$ cat src/rtl/alu_operand_sequencer.sv
`default_nettype none
// ============================================================================
//  Module      : alu_operand_sequencer
//  Description : Collects operand A, operand B and an opcode from one shared
//                data bus. Each field loads on a rising edge of its own level
//                request. When all three fields are loaded, the operand set is
//                presented to a downstream ALU with a valid/ready handshake.
//  Revision    : 1.0 - initial release
// ============================================================================
module alu_operand_sequencer #(
  parameter  int DATA_WIDTH = 8,
  parameter  int MODE_WIDTH = 6,
  localparam int BUS_WIDTH  = (DATA_WIDTH > MODE_WIDTH) ? DATA_WIDTH : MODE_WIDTH
) (
  input  logic                         i_clk,
  input  logic                         i_rst,
  input  logic signed [BUS_WIDTH-1:0]  i_data_bus,
  input  logic                         i_load_A,
  input  logic                         i_load_B,
  input  logic                         i_load_op,
  input  logic                         i_ready,
  output logic signed [DATA_WIDTH-1:0] o_A,
  output logic signed [DATA_WIDTH-1:0] o_B,
  output logic        [MODE_WIDTH-1:0] o_mode,
  output logic                         o_valid,
  output logic        [2:0]            o_loaded
);

  typedef enum logic [0:0] {
    ST_COLLECT = 1'b0,
    ST_FULL    = 1'b1
  } state_t;

  state_t                 state_q, state_d;
  logic [2:0]             ld_prev_q, ld_prev_d;  // {op, B, A} previous samples
  logic [2:0]             loaded_q, loaded_d;    // {op, B, A} loaded flags
  logic [DATA_WIDTH-1:0]  a_q, a_d;
  logic [DATA_WIDTH-1:0]  b_q, b_d;
  logic [MODE_WIDTH-1:0]  mode_q, mode_d;

  logic [2:0]             ld_now;
  logic [2:0]             ld_edge;
  logic [2:0]             ld_win;

  assign ld_now = {i_load_op, i_load_B, i_load_A};

  // Rising-edge detect per request, then one-hot priority A > B > op;
  // losing edges are simply dropped.
  always_comb begin
    ld_edge   = ld_now & ~ld_prev_q;
    ld_win    = 3'b000;
    if (ld_edge[0]) begin
      ld_win = 3'b001;
    end else if (ld_edge[1]) begin
      ld_win = 3'b010;
    end else if (ld_edge[2]) begin
      ld_win = 3'b100;
    end
  end

  // Next-state, register capture and loaded-flag bookkeeping.
  always_comb begin
    state_d   = state_q;
    loaded_d  = loaded_q;
    a_d       = a_q;
    b_d       = b_q;
    mode_d    = mode_q;
    ld_prev_d = ld_now;

    if (ld_win[0]) a_d    = i_data_bus[DATA_WIDTH-1:0];
    if (ld_win[1]) b_d    = i_data_bus[DATA_WIDTH-1:0];
    if (ld_win[2]) mode_d = i_data_bus[MODE_WIDTH-1:0];

    case (state_q)
      ST_COLLECT: begin
        // i_ready is ignored while collecting.
        loaded_d = loaded_q | ld_win;
        if (loaded_d == 3'b111) begin
          state_d = ST_FULL;
        end
      end
      ST_FULL: begin
        // A consume clears the flags; a simultaneous load leaves only its bit.
        // Without a consume, loads overwrite and the flags stay all-ones.
        if (i_ready) begin
          state_d  = ST_COLLECT;
          loaded_d = ld_win;
        end
      end
      default: begin
        state_d  = ST_COLLECT;
        loaded_d = 3'b000;
      end
    endcase
  end

  // State and datapath registers with synchronous reset.
  always_ff @(posedge i_clk) begin
    if (i_rst) begin
      state_q   <= ST_COLLECT;
      ld_prev_q <= 3'b000;
      loaded_q  <= 3'b000;
      a_q       <= '0;
      b_q       <= '0;
      mode_q    <= '0;
    end else begin
      state_q   <= state_d;
      ld_prev_q <= ld_prev_d;
      loaded_q  <= loaded_d;
      a_q       <= a_d;
      b_q       <= b_d;
      mode_q    <= mode_d;
    end
  end

  assign o_A      = a_q;
  assign o_B      = b_q;
  assign o_mode   = mode_q;
  assign o_loaded = loaded_q;
  assign o_valid  = (state_q == ST_FULL);

endmodule
`default_nettype wire
$ cat config.mk
export PLATFORM = sky130hd
export DESIGN_NAME = alu_operand_sequencer
export DESIGN_NICKNAME = d
export VERILOG_FILES = /design/src/rtl/alu_operand_sequencer.sv
export SDC_FILE = /design/constraint.sdc
export NUM_CORES = 1
export LEC_CHECK = 0
export ABC_AREA = 0
export CORE_ASPECT_RATIO = 0.75
export CORE_MARGIN = 2
export CORE_UTILIZATION = 47
export DETAILED_ROUTE_END_ITERATION = 6
export PLACE_DENSITY = 0.88
export SYNTH_ARGS = -nofsm -noshare
export SYNTH_HDL_FRONTEND = slang
export SYNTH_SLANG_ARGS = --single-unit
export TNS_END_PERCENT = 10
$ cat constraint.sdc
create_clock -name i_clk -period 1.8 [get_ports i_clk]
set_input_delay 0.27 -clock i_clk [delete_from_list [all_inputs] [get_ports i_clk]]
set_output_delay 0.27 -clock i_clk [all_outputs]
set_load 0.05 [all_outputs]
==> results_dict.tcl <==
set metrics [dict create \
    status "finished, final reports clean" \
    top_layer_used "met4" \
    worst_pin_slew_ns 0.524 \
    drt_first_pass_iters 4 \
    final_cell_mix "clkdlybuf4s50_1, dfxtp_1, a21oi_1, nand2_1" \
    area_delta_synth_final_pct 39.7 \
    cap_violations 0 \
    io_buffers 39 \
    cts-buffers-inserted 5 \
    cp_data_required_time_ns 1.53 \
    dp_hpwl_um 2130 \
    grt_max_degree 25 \
    root_buffer "clkbuf_4" \
    start_util_pct 50.3 \
    final_util_pct 70.3 \
    ioPinCount 40 \
    synth_fp_nets 145 \
    max_freq_mhz 565 \
    htreeDepth 2 \
    wl_met1_um 1300 \
    critPathMaxStageDelay_ns 0.81 \
    routedWlPerCell_um 15.5 \
    clk_path_buf_depth 2 \
    diodes 0 \
    hold_violations 0 \
    critPathTopFamily "buffers and inverters" \
    antenna_found_initial 0 \
    finalSetupViolations 0 \
    ant_nets 0 \
    syn-instance-count 131 \
    netlist_top_cells_area "dfxtp_1, a21oi_1, nand2_1, nand3_1, o21ai_0" \
    maxSlewViolCount 0 \
    vias 1174 \
    gp_congestion 0.842 \
    post-route-drc-count 0 \
    routed_via_density 5.73 \
    die_y_um 47.2 \
    design.die.area_um2 2910 \
    arrival_ns 1.50 \
    cp_num_buf_inv 1 \
    ys_warn_count 0 \
    power_density_nw_per_um2 903 \
    drive_gt1_share_pct 11.1 \
    peakVddDrop_uv 514 \
    slowest_stage "clkdlybuf4s50_1" \
    crit_path_max_fanout 3 \
    wl_met3_um 317 \
    critPathLaunchType "flip-flop" \
    gr-usage-all-layers_pct 22.7 \
    p_leak_uw 0.000712 \
    grt_pass1_wl_um 4680 \
    cts_tree "yes" \
    synthDistinctLibCells 22 \
    cts_setup_buffers 0 \
    crit_type "reg -> out" \
    min_path_type "reg -> reg" \
    synth_area_per_cell_um2 8.94 \
    rsz0062_at_grt "false" \
    rows 15 \
    min_period_ns 1.77 \
    synth-seq-cells 29 \
    slew_headroom_pct 65.0 \
    drt-initial-drc-count 55 \
    finalClockSkew_ns 0.00952 \
    dieWidth_um 61.6 \
    fin_nets 184 \
    netlist_area_um2 1170 \
    cts.sinks 29 \
    cts.clk_slew.worst_paths_ns 0.09 \
    ys_seq_area_share_pct 49.6 \
    wl_met2_um 1510 \
    fin_hold_ws_ns 0.459 \
    fin_crit_sh_pct 98.3 \
    routed_wl_um 3170 \
    coreArea_um2 2330 \
    grt_pass1_vias 1012 \
    yosys.area.top_type "dfxtp_1" \
    worstPathCellList "clkdlybuf4s50_1" \
    grt_overflow_total 0 \
    crit_path_end_kind "output pin" \
    tns_ns 0 \
    yosysTopAreaCellShare_pct 49.6 \
    clock_latency_ns 0.33 \
]
path summary, 6_finish.rpt:
check / start / to / slack (ns) / depth (start not counted)
max: o_loaded[0] / o_loaded[0] / 0.03 / 1
min: o_A[0] / o_A[0] / 0.46 / 2
max reg2reg: ld_prev_q[0] / o_valid / 0.54 / 3
min reg2reg: o_A[0] / o_A[0] / 0.46 / 2
state kept, by name (all words and copies together) (netlist names):
name / flops
o_loaded: 3
ld_prev_q: 3
o_mode: 6
o_A: 8
o_B: 8
o_valid: 1
metal layers:
layer / up-vias / global-route usage [%]
met5: - / 0
met4: 0 / 10.6
met3: 7 / 6.34
met2: 81 / 35.2
met1: 536 / 29.5
li1: 550 / -
cells by family after synthesis:
kind of cell    count (synthesis)  share of synthesized area (%)
compound gates                 46                           22.8
simple gates                   43                           19.3
flops                          29                           49.6
buf+inv                        13                           8.33
synthesized netlist by cell type:
master and number:
nor2b_1 4, a21oi_1 24, and2b_4 1, nor2b_4 1, dfxtp_1 29, o32ai_1 1, buf_12 1, nand2b_1 4
a31oi_1 2, nand4_1 6, nand2_2 1, nand3_1 9, buf_2 5, buf_6 3, clkbuf_1 3, o21ai_0 9
buf_4 1, a311oi_1 3, nand2_1 16, o31ai_1 6, a41oi_1 1, nor2_1 1
power breakdown:
group	internal, uW	switching (uW)
sequential	676	19.8
clock	226	229
combinational	117	210
total	1020	459
cell type report:
cell class                      instances  area [um^2]
Sequential cell                        29          581
Clock buffer                            7         65.1
Multi-Input combinational cell         89          493
Tap cell                               34         42.5
Timing Repair Buffer                   45          450
Fill cell                             186          691
Clock inverter                          1         5.00
through the flow:
step | area [um^2] | total power, uW | worst slack [ns] | std cells
3_5_place_dp | 1550 | 1030 | 0.115 | 197
2_1_floorplan | 1170 | 926 | 0.492 | 131
5_1_grt | 1640 | 1530 | 0.000336 | 205
6_report | 1640 | 1480 | 0.0311 | 205
4_1_cts | 1620 | 1480 | 0.00800 | 205
3_3_place_gp | 1550 | 1030 | 0.213 | 197
timing repair:
| action | in CTS | in global routing |
|---|---|---|
| endpoints found under the setup margin | 0 | 8 |
| hold buffers | 0 | 0 |
| gates resized for setup | 0 | 8 |
Power figures use the tool's default switching activity.
